[src/rtl/fib_bcd_host_if.sv]
// Bundles the system-side request/result signals and the fib handshake of fib_bcd_host.
// The host uses the slave modport; the system/fib side uses master.
interface fib_bcd_host_if #(
  parameter int N_IN  = 7,
  parameter int N_OUT = 90,
  parameter int N_DIG = 28
);
  logic                 start;
  logic [N_IN-1:0]      n_in;
  logic                 busy;
  logic                 done;
  logic [N_OUT-1:0]     bin;
  logic [4*N_DIG-1:0]   bcd;
  logic                 fib_req;
  logic [N_IN-1:0]      fib_n;
  logic                 fib_ack;
  logic [N_OUT-1:0]     fib_result;

  modport slave (
    input  start, n_in, fib_ack, fib_result,
    output busy, done, bin, bcd, fib_req, fib_n
  );

  modport master (
    output start, n_in, fib_ack, fib_result,
    input  busy, done, bin, bcd, fib_req, fib_n
  );
endinterface

[src/rtl/fib_bcd_host.sv]
// Host front end for the fib calculator: runs one four-phase req/ack transaction,
// then converts the binary result to packed BCD with a sequential double-dabble.
module fib_bcd_host #(
  parameter int N_IN  = 7,
  parameter int N_OUT = 90,
  parameter int N_DIG = 28
) (
  input  logic             clk,
  input  logic             rst,
  fib_bcd_host_if.slave    bus
);

  localparam int ITER_W = $clog2(N_OUT);

  typedef enum logic [2:0] {
    S_IDLE,
    S_REQ,
    S_WAIT_ACK,
    S_RELEASE,
    S_CONV,
    S_DONE
  } state_t;

  state_t               r_state;
  state_t               w_nextState;

  logic [N_IN-1:0]      r_fibN;
  logic [N_OUT-1:0]     r_bin;
  logic [N_OUT-1:0]     r_binWork;
  logic [4*N_DIG-1:0]   r_bcd;
  logic [4*N_DIG-1:0]   r_bcdWork;
  logic [ITER_W-1:0]    r_iter;
  logic                 r_ackLow;

  logic                 w_lastIter;
  logic                 w_capture;
  logic [4*N_DIG-1:0]   w_bcdAdj;
  logic [4*N_DIG-1:0]   w_bcdNext;
  logic [N_OUT-1:0]     w_binNext;
  logic                 w_busy;
  logic                 w_done;
  logic                 w_fibReq;

  assign w_lastIter = (r_iter == ITER_W'(N_OUT - 1));
  // An ack still high from the previous transaction must not be taken as this one's.
  assign w_capture  = bus.fib_ack && r_ackLow;

  always_ff @(posedge clk) begin
    if (rst) begin
      r_state <= S_IDLE;
    end else begin
      r_state <= w_nextState;
    end
  end

  always_comb begin
    w_nextState = r_state;
    case (r_state)
      S_IDLE: begin
        if (bus.start) begin
          w_nextState = (bus.n_in == '0) ? S_CONV : S_REQ;
        end
      end
      S_REQ: begin
        if (!bus.fib_ack) begin
          w_nextState = S_WAIT_ACK;
        end
      end
      S_WAIT_ACK: begin
        if (w_capture) begin
          w_nextState = S_RELEASE;
        end
      end
      S_RELEASE: w_nextState = S_CONV;
      S_CONV: begin
        if (w_lastIter) begin
          w_nextState = S_DONE;
        end
      end
      S_DONE:  w_nextState = S_IDLE;
      default: w_nextState = S_IDLE;
    endcase
  end

  always_comb begin
    w_busy   = 1'b0;
    w_done   = 1'b0;
    w_fibReq = 1'b0;
    case (r_state)
      S_REQ, S_WAIT_ACK: begin
        w_busy   = 1'b1;
        w_fibReq = 1'b1;
      end
      S_RELEASE, S_CONV: w_busy = 1'b1;
      S_DONE:            w_done = 1'b1;
      default: ;
    endcase
  end

  // One double-dabble step: add 3 to every digit >= 5, then shift {bcd, bin} left.
  always_comb begin
    w_bcdAdj = r_bcdWork;
    for (int d = 0; d < N_DIG; d++) begin
      if (r_bcdWork[4*d +: 4] >= 4'd5) begin
        w_bcdAdj[4*d +: 4] = r_bcdWork[4*d +: 4] + 4'd3;
      end
    end
    {w_bcdNext, w_binNext} = {w_bcdAdj, r_binWork} << 1;
  end

  always_ff @(posedge clk) begin
    if (rst) begin
      r_fibN    <= '0;
      r_bin     <= '0;
      r_binWork <= '0;
      r_bcd     <= '0;
      r_bcdWork <= '0;
      r_iter    <= '0;
      r_ackLow  <= 1'b0;
    end else begin
      case (r_state)
        S_IDLE: begin
          if (bus.start) begin
            r_fibN <= bus.n_in;
            if (bus.n_in == '0) begin
              r_bin     <= '0;
              r_binWork <= '0;
              r_bcdWork <= '0;
              r_iter    <= '0;
            end else begin
              r_ackLow  <= 1'b0;
            end
          end
        end
        S_REQ: begin
          if (!bus.fib_ack) begin
            r_ackLow <= 1'b1;
          end
        end
        S_WAIT_ACK: begin
          if (w_capture) begin
            r_bin     <= bus.fib_result;
            r_binWork <= bus.fib_result;
          end
        end
        S_RELEASE: begin
          r_bcdWork <= '0;
          r_iter    <= '0;
        end
        S_CONV: begin
          r_bcdWork <= w_bcdNext;
          r_binWork <= w_binNext;
          r_iter    <= r_iter + 1'b1;
          if (w_lastIter) begin
            r_bcd <= w_bcdNext;
          end
        end
        default: ;
      endcase
    end
  end

  assign bus.busy    = w_busy;
  assign bus.done    = w_done;
  assign bus.fib_req = w_fibReq;
  assign bus.fib_n   = r_fibN;
  assign bus.bin     = r_bin;
  assign bus.bcd     = r_bcd;

endmodule

[src/flat_wrapper.sv]
// flat-port wrapper written by rule: the top's interface ports become plain ports
module fib_bcd_host_flat 
#(
  parameter int N_IN  = 7,
  parameter int N_OUT = 90,
  parameter int N_DIG = 28
)
  (clk, rst, bus_start, bus_n_in, bus_fib_ack, bus_fib_result, bus_busy, bus_done, bus_bin, bus_bcd, bus_fib_req, bus_fib_n);
  fib_bcd_host_if #(.N_IN(N_IN), .N_OUT(N_OUT), .N_DIG(N_DIG)) bus_i ();
  input  logic clk;
  input  logic rst;
  input wire logic [$bits(bus_i.start)-1:0] bus_start;
  input wire logic [$bits(bus_i.n_in)-1:0] bus_n_in;
  input wire logic [$bits(bus_i.fib_ack)-1:0] bus_fib_ack;
  input wire logic [$bits(bus_i.fib_result)-1:0] bus_fib_result;
  output wire logic [$bits(bus_i.busy)-1:0] bus_busy;
  output wire logic [$bits(bus_i.done)-1:0] bus_done;
  output wire logic [$bits(bus_i.bin)-1:0] bus_bin;
  output wire logic [$bits(bus_i.bcd)-1:0] bus_bcd;
  output wire logic [$bits(bus_i.fib_req)-1:0] bus_fib_req;
  output wire logic [$bits(bus_i.fib_n)-1:0] bus_fib_n;
  assign bus_i.start = bus_start;
  assign bus_i.n_in = bus_n_in;
  assign bus_i.fib_ack = bus_fib_ack;
  assign bus_i.fib_result = bus_fib_result;
  assign bus_busy = bus_i.busy;
  assign bus_done = bus_i.done;
  assign bus_bin = bus_i.bin;
  assign bus_bcd = bus_i.bcd;
  assign bus_fib_req = bus_i.fib_req;
  assign bus_fib_n = bus_i.fib_n;
  fib_bcd_host #(.N_IN(N_IN), .N_OUT(N_OUT), .N_DIG(N_DIG)) u_core (.clk(clk), .rst(rst), .bus(bus_i));
endmodule
[config.mk]
export PLATFORM = sky130hd
export DESIGN_NAME = fib_bcd_host_flat
export DESIGN_NICKNAME = d
export VERILOG_FILES = /design/src/rtl/fib_bcd_host_if.sv /design/src/rtl/fib_bcd_host.sv /design/src/flat_wrapper.sv
export SDC_FILE = /design/constraint.sdc
export NUM_CORES = 1
export LEC_CHECK = 0
export CAP_MARGIN = 5
export CORE_UTILIZATION = 50
export DETAILED_ROUTE_END_ITERATION = 16
export GPL_ROUTABILITY_DRIVEN = 0
export PLACE_DENSITY = 0.83
export SKIP_CTS_REPAIR_TIMING = 1
export SYNTH_ARGS = -nofsm -noshare
export SYNTH_HDL_FRONTEND = slang
export SYNTH_SLANG_ARGS = --single-unit
[constraint.sdc]
create_clock -name clk -period 3.9 [get_ports clk]
set_clock_uncertainty 0.2 [all_clocks]
set_input_delay 0.585 -clock clk [delete_from_list [all_inputs] [get_ports clk]]
set_output_delay 0.585 -clock clk [all_outputs]
set_load 0.05 [all_outputs]
==> qor.txt <==
Slew Limit Fails: 0
Yosys warnings: 0
Worst Path Required: 3.12 ns
Most frequent cells in the layout: dfxtp_1 (422), clkdlybuf4s50_1 (311), nor2_1 (296), nand2_1 (251), a21oi_1 (214)
Initial antenna violation count: 1
Number of synthesized flops with an enable pin: 0
Overall routing resource usage: 24.7%
Grt ovf: 0
Reg2Reg Setup Slack: 0.62 ns
DP Worst Slack: 0.628 ns
Synthesis-to-layout area growth: 26.5%
CTS Buffer Depth: 3
CP max stage cell: clkdlybuf4s50_1
Slew HR: 36.6%
Internal: 0.00742 W
Final setup fails: 0
Worst min path class: primary input to register
Number of global-route vias before repair: 15324
Mux cell area share after synthesis: 1.74%
Initial Util: 51.3%
DRC Markers: 0
Ys async rst share: 0%
Min-Delay Endpoint: u_core.bus.bin[75]
CTS tree: done
Crit-path max FO: 17
Synth Area per Inst: 8.45 sq um
Max stage delay on crit path: 0.91 ns
Buffers on Ports: 312
Largest net degree at the start of global routing: 182
Clock share of power: 41.9%
Initial DRT Pass Iterations: 5
Worst path arrival time: 2.59 ns
Full die area: 36500 sq um
Synth Area in Adders: 4.06%
Filler cells: 2794
Clock Tree Root: clkbuf_16
CP Class: register to output pin
Simple-gate area share of the yosys netlist: 20.3%
DIE WIDTH: 191 um
Non-Filler Instances: 2818
Worst reg2reg path startpoint: u_core.r_state[1]
Psw: 0.00244 W
FF+latch area: 8450 sq um
Vias: 16163
RSZ-0062 raised after global routing: false
Critical Path Sink Type: output pin
First-pass GRT wire length: 75200 um
Netlist cell types: 45
CP cell instances: nor2_2, xnor2_1, clkdlybuf4s50_1
Worst skew pair latency: 0.53 ns
Setup TNS: 0 ns
CTS sink count: 422
Clock period minus final worst setup slack: 3.38 ns
Compound-Gate Fraction of Synth Area: 19.8%
Post-synthesis cell count: 2114
Hold Crit Depth: 2
Crit path buf inv count: 1
Status: finished clean
Multi-input logic area: 8520 sq um
Detailed placement HPWL: 30400 um
Core region area: 34800 sq um
Comb power frac: 11.0%
Largest family of logic cells by synthesized area: simple AND/OR/NAND/NOR gates
Sw Share: 24.7%
Ys flop type: dfxtp_1
Final period utilization: 86.6%
Hold wc startpoint: rst
Post-synthesis sequential area ratio: 47.3%
H-tree level count: 2
Die Ht: 191 um
Startpoint class of the critical path: register
Routed len/inst: 16.6 um
Final setup margin: 0.522 ns
Maximum vdd ir drop: 0.000293 V
CP delay by family, top: buffers and inverters
I/O Pins: 313
Reg-to-reg endpoint: u_core.r_bcdWork[87]
Share of layout cells above drive strength 1: 4.45%
Final hold violations: 0
Vias per cell: 5.74
Max Freq: 0.296 GHz
PwrDens: 436 nW/um^2
Mapped Nets: 2273
# Max-Cap Violations: 0
Worst slew pin tran: 0.951 ns
Reg clk slew, reported paths: 0.06 ns
Part of the power in registers: 47.1%
Post-synthesis xor/xnor area fraction: 1.47%
WL final: 46700 um
Leakage Power: 7.77 nW
Commonest non-fill, non-tap cell in the layout: dfxtp_1
Rows: 68
Post-synthesis cell area: 17900 sq um
Final core utilization: 64.9%
1st-iter DRT viols: 1220
# nets final: 2492
Dpl cells: 2742
Routed Antenna Nets: 0
Synth Register Bits: 422
R2R cell count: 6
Cts bufs inserted: 44
-- worst reg2reg max path, stage by stage (launching register included) --
cell      delay (ns)
dfxtp_1         0.70
nor2_2          0.20
and2_2          0.44
a211oi_4        0.36
buf_4           0.76
o21ai_0         0.35
a21oi_1         0.20
-- sequential cells by signal, summed over array words and instances, names as in the netlist --
register	flops
u_core.r_binWork	90
u_core.bus.fib_n	7
u_core.bus.bin	90
u_core.r_ackLow	1
u_core.r_bcdWork	112
u_core.bus.bcd	112
u_core.r_state	3
u_core.r_iter	7
-- area by class of cell --
type	instances	area share, %
tap	455	2.52
sequential	422	37.4
inverter	59	0.980
clock buffer	64	5.70
timing repair buffer	333	15.1
antenna	1	0.0111
multi-input combinational	1473	37.7
clock inverter	11	0.587
-- synthesized netlist by cell type (all sizes together) (2+ instances only) --
cell type	count	share of area (%)
ha	58	4.1
and4	2	0.098
dfxtp	422	47
mux2i	31	1.7
or2	2	0.070
a21oi	214	6.0
and3	2	0.070
nand2	251	5.3
clkbuf	92	1.9
a221oi	91	4.5
and2	2	0.070
a22oi	89	3.7
nor4b	2	0.13
inv	59	1.2
nor2	298	6.3
xnor2	30	1.5
nand4	3	0.11
nor3b	54	2.3
a211o	2	0.098
buf	68	2.1
a211oi	85	3.6
nand3b	2	0.084
or3	2	0.070
o21ai	59	1.7
nand2b	34	1.2
nor3	119	3.3
nand3	31	0.87
-- worst max path at each step --
stage               slack, ns                    to  depth (start not counted)         startpoint
floorplan                1.55           bus_fib_req                          4  u_core.r_state[1]
global route             0.35           bus_fib_req                          3  u_core.r_state[1]
detailed placement       0.63  u_core.r_bcdWork[51]                          7        bus_n_in[3]
CTS                      0.47           bus_fib_req                          3  u_core.r_state[1]
finish                   0.52              bus_busy                          3  u_core.r_state[1]
global placement         0.70  u_core.r_bcdWork[56]                          7        bus_n_in[3]
-- metal layers --
| metal | global-route usage, % | routed length [um] | vias to the layer above | part of all wire, % |
|---|---|---|---|---|
| met3 | 3.78 | 2370 | 113 | 5.1 |
| met5 | 0 | 0 | - | 0 |
| li1 | - | - | 7886 | - |
| met1 | 30.8 | 19800 | 7699 | 42 |
| met2 | 42.0 | 22900 | 465 | 49 |
| met4 | 10.6 | 1660 | 0 | 3.6 |
-- power groups by stage --
stage | Sequential (W) | Combinational (W) | Clock (W)
floorplan | 0.00472 | 0.000747 | 0
global placement | 0.00472 | 0.00104 | 0
detailed placement | 0.00473 | 0.00108 | 0
CTS | 0.00464 | 0.00109 | 0.00421
global route | 0.00466 | 0.00121 | 0.00439
finish | 0.00464 | 0.00109 | 0.00413
-- cell families (layout without fill, tap and decap cells) --
family	after synthesis	in the layout
AND/OR/NAND/NOR	810	810
AO/OA/AOI/OAI	544	544
flip-flops	422	422
buffers and inverters	219	467
adder cells (fa/ha/maj)	58	58
multiplexers	31	31
XOR/XNOR	30	30
other	0	1
-- through the flow --
step	cell area (sq um)	total power, W	hold WS (ns)
after floorplan	17900	0.00547	0.232
after global placement	21200	0.00576	0.239
after detailed placement	21200	0.00581	0.247
after CTS	22600	0.00993	0.220
after global routing	22600	0.0103	0.252
final	22600	0.00986	0.229
Power figures use the tool's default switching activity.
==> RTL change 1: new RTL, same flow settings <==
Make the reset (`rst`) asynchronous in 2 clocked blocks.
--- a/src/rtl/fib_bcd_host.sv
+++ b/src/rtl/fib_bcd_host.sv
@@ -45,7 +45,7 @@
   // An ack still high from the previous transaction must not be taken as this one's.
   assign w_capture  = bus.fib_ack && r_ackLow;
 
-  always_ff @(posedge clk) begin
+  always_ff @(posedge clk or posedge rst) begin
     if (rst) begin
       r_state <= S_IDLE;
     end else begin
@@ -108,7 +108,7 @@
     {w_bcdNext, w_binNext} = {w_bcdAdj, r_binWork} << 1;
   end
 
-  always_ff @(posedge clk) begin
+  always_ff @(posedge clk or posedge rst) begin
     if (rst) begin
       r_fibN    <= '0;
       r_bin     <= '0;
Function: not settled (the Yosys comparison gave no result); the edit may change what the design does.
==> RTL change 1 against the unedited design <==
- design area is 10% higher
- routed wire length increased by 7.1%
- setup slack gained 24 ps
- sequential cell count unchanged
- critical path depth unchanged
- synthesized area increased by 11%
- utilization fell by 0.79 points
- largest cell class is now flip-flops and latches
Power is not compared: it rests on default switching activity, and its combinational part moved more than twofold at a synthesized area within 25%.
==> RTL change 1: results (changes against the unedited design) <==
- Status: completed
- Layout cells sized above 1: 14.5% (+10 points)
- FF-to-FF setup slack: 910 ps (+290 ps)
- DP Area: 23400 sq um (+10%)
- Slew margin rel.: 28.2% (-8.4 points)
- Tcrit/Tclk final: 86.0% (-0.61 points)
- Seq/Total Area, Yosys: 53.3% (+6.0 points)
- Post-Syn Instances: 1742 (-18%)
- Synth top cells by count: dfrtp_1 (422), inv_1 (152), a22o_1 (146)
- First-pass GRT wire length: 82200 um (+9.3%)
- CP Max Fanout: 20 (+3)
- Port bufs: 312 (unchanged)
- YS warnings: 0 (unchanged)
- Initial DRC Count: 860 (-30%)
- Post-DP HPWL: 32800 um (+7.8%)
- CTS Buf Count: 46 (+4.5%)
- Dpl cells: 2484 (-9.4%)
- Largest net degree at the start of global routing: 99 (-46%)
- Yosys cell types: 42 (-6.7%)
- Top cells by area, synth: dfrtp_1 (53%), mux2_2 (8.1%), a22o_1 (6.5%), ha_1 (3.7%), o21ai_0 (3.0%)
- Min-delay worst type: in -> async
- Worst-path clk slew: 60 ps (about the same)
- CP endpoint: bus_fib_req
- Met3 routed WL: 3570 um (+51%)
- Met2 WL: 24500 um (+7.1%)
- GRT Total Usage: 25.1% (+0.45 points)
- Leak: 11.4 nW
- DR vias: 15000 (-7.2%)
- Post-synthesis mux area share: 10.1% (+8.3 points)
- Reg2Reg Launch Point: u_core.r_state[2]
- CP Launch Point: u_core.r_state[1]
- Met2 Use GR: 41.8% (-0.21 points)
- Depth of the CTS H-tree: 2 (unchanged)
- Syn nets: 1901 (-16%)
- Number of enable flip-flop cells after synthesis: 0 (unchanged)
- Met1 Use GR: 32.2% (+1.4 points)
- Average wire per standard cell: 19.5 um (+18%)
- MaxCap Viol Count: 0 (unchanged)
- Met3 Usage GRT: 5.65% (+1.9 points)
- Clock insertion delay at the later pin of the skew report: 580 ps (+50 ps)
- Wl on met1: 20700 um (+4.6%)
- DP Worst Slack: 702 ps (+73.6 ps)
- Initial antenna violation count: 2 (+1)
- Total Nets Final: 2173 (-13%)
- Compound-Gate Fraction of Synth Area: 16.7% (-3.1 points)
- Adder-cell area share of the yosys netlist: 3.66% (-0.40 points)
- Filler Cells Inserted: 2884 (+3.2%)
- R2R Path End: u_core.bus.bcd[36]
- R2r worst-path depth: 5 (-1)
- Share of flip-flops with an asynchronous set or reset: 100% (+100 points)
- Vias in the first global route: 15600 (+1.7%)
- XOR/XNOR Fraction of Synth Area: 1.33% (-0.15 points)
- Avg Vias per Cell: 5.85 (+2.0%)
- Top Metal Used: met5
- ANT cells: 0 (-1)
- CTS root buf: clkbuf_16
- Layout area overhead: 25.7%
-- RTL change 1: critical path: stages (launching register included) --
cell and delay [ps]:
dfrtp_4 600, nand2b_1 250, a21oi_1 250, clkdlybuf4s50_1 900
-- RTL change 1: where the power goes --
part	leakage (nW)	switching (mW)	internal (mW)
clock network	0.741	1.76	2.60
registers	5.69	0.774	5.31
logic	4.97	4.49	2.39
-- RTL change 1: how the worst min path moves through the flow --
stage	to	slack [ps]
3_5_place_dp	u_core.bus.bcd[76]	270
4_1_cts	u_core.r_bcdWork[73]	190
2_1_floorplan	u_core.bus.bcd[0]	260
6_report	u_core.r_bcdWork[73]	210
3_3_place_gp	u_core.bus.bcd[60]	260
5_1_grt	u_core.r_bcdWork[73]	210
-- RTL change 1: area by class of cell --
cell class | count | area share, %
multi-input cells | 1051 | 32.5
repair buffers | 341 | 14.1
clock buffers | 68 | 5.44
inverters | 152 | 2.31
flip-flops and latches | 422 | 42.4
well taps | 518 | 2.60
clock inverters | 10 | 0.623
==> RTL change 2: new RTL, same flow settings <==
Made on the original files. `N_OUT` is set to 90 in 3 places; all go to 180.
--- a/src/rtl/fib_bcd_host_if.sv
+++ b/src/rtl/fib_bcd_host_if.sv
@@ -2,7 +2,7 @@
 // The host uses the slave modport; the system/fib side uses master.
 interface fib_bcd_host_if #(
   parameter int N_IN  = 7,
-  parameter int N_OUT = 90,
+  parameter int N_OUT = 180,
   parameter int N_DIG = 28
 );
   logic                 start;
--- a/src/rtl/fib_bcd_host.sv
+++ b/src/rtl/fib_bcd_host.sv
@@ -2,7 +2,7 @@
 // then converts the binary result to packed BCD with a sequential double-dabble.
 module fib_bcd_host #(
   parameter int N_IN  = 7,
-  parameter int N_OUT = 90,
+  parameter int N_OUT = 180,
   parameter int N_DIG = 28
 ) (
   input  logic             clk,
--- a/src/flat_wrapper.sv
+++ b/src/flat_wrapper.sv
@@ -2,7 +2,7 @@
 module fib_bcd_host_flat 
 #(
   parameter int N_IN  = 7,
-  parameter int N_OUT = 90,
+  parameter int N_OUT = 180,
   parameter int N_DIG = 28
 )
   (clk, rst, bus_start, bus_n_in, bus_fib_ack, bus_fib_result, bus_busy, bus_done, bus_bin, bus_bcd, bus_fib_req, bus_fib_n);
Interface: changed (resized bus_bin and bus_fib_result); port bits go from 313 to 493. No check against the original RTL was run, so the function may have changed too.
==> RTL change 2 against the unedited design <==
- critical endpoint is now bus_done
- critical path type unchanged
- largest cell class unchanged
- synthesized area rose by 46%
- design area is 48% higher
- hold slack lost 36 ps
- routed wire length grew 57%
- setup slack got worse by 160 ps
- total power increased by 45%
- sequential cell count increased by 181
==> RTL change 2: results (changes against the unedited design) <==
- First-pass GRT wire length: 115000 um (+53%)
- Top Metal Used: met5
- Syn nets: 3403 (+50%)
- DP Area: 31400 sq um (+48%)
- Total Nets Final: 3725 (+49%)
- CP Launch Point: u_core.r_state[0]
- Largest net degree at the start of global routing: 268 (+47%)
- Met3 Usage GRT: 5.58% (+1.8 points)
- WHS Endpoint: u_core.r_bcdWork[32]
- Syn Area/Cell: 8.29 sq um (-1.9%)
- Average wire per standard cell: 17.5 um (+5.5%)
- Met3 routed WL: 5240 um (+120%)
- Reg2Reg Launch Point: u_core.r_state[2]
- Layout cells sized above 1: 5.16% (+0.72 points)
- Initial antenna violation count: 3 (+2)
- Leak: 10.7 nW (+38%)
- Vias in the first global route: 21800 (+42%)
- Yosys cell types: 44 (-2.2%)
- Status: completed
- Sw frac: 27.1% (+2.3 points)
- CTS Buf Count: 61 (+39%)
- Pwr Total: 14.3 mW (+45%)
- Tcrit/Tclk final: 90.7% (+4.1 points)
- Max stage delay on crit path: 850 ps (-60 ps)
- Slew margin rel.: 31.0% (-5.6 points)
- GRT Total Usage: 26.4% (+1.8 points)
- Post-Route WL: 73500 um (+57%)
- CP endpoint: bus_done
-- RTL change 2: cell count changes in the layout (fill, tap and decap cells not counted), sizes merged, moves of 157 or more --
cell           delta
clkdlybuf4s50   +180
or3             +178
nand2           +301
dfxtp           +181
a22oi           +157
nand3b          +181
o21ai           +192
-- RTL change 2: cells by family after synthesis --
kind of cell | Yosys count | share of synthesized area, %
AND/OR/NAND/NOR | 1195 | 23.0
buffers and inverters | 335 | 5.09
flip-flops | 603 | 46.2
XOR/XNOR | 29 | 0.971
adder cells (fa/ha/maj) | 57 | 2.73
AO/OA/AOI/OAI | 908 | 21.0
multiplexers | 28 | 1.07
-- RTL change 2: cell type report --
type / instances / area (sq um)
inverter: 57 / 214
multi-input combinational: 2217 / 12800
antenna: 2 / 5.00
clock buffer: 93 / 1840
sequential: 603 / 12100
clock inverter: 19 / 231
tap: 680 / 851
timing repair buffer: 537 / 5470
fill: 4232 / 18000
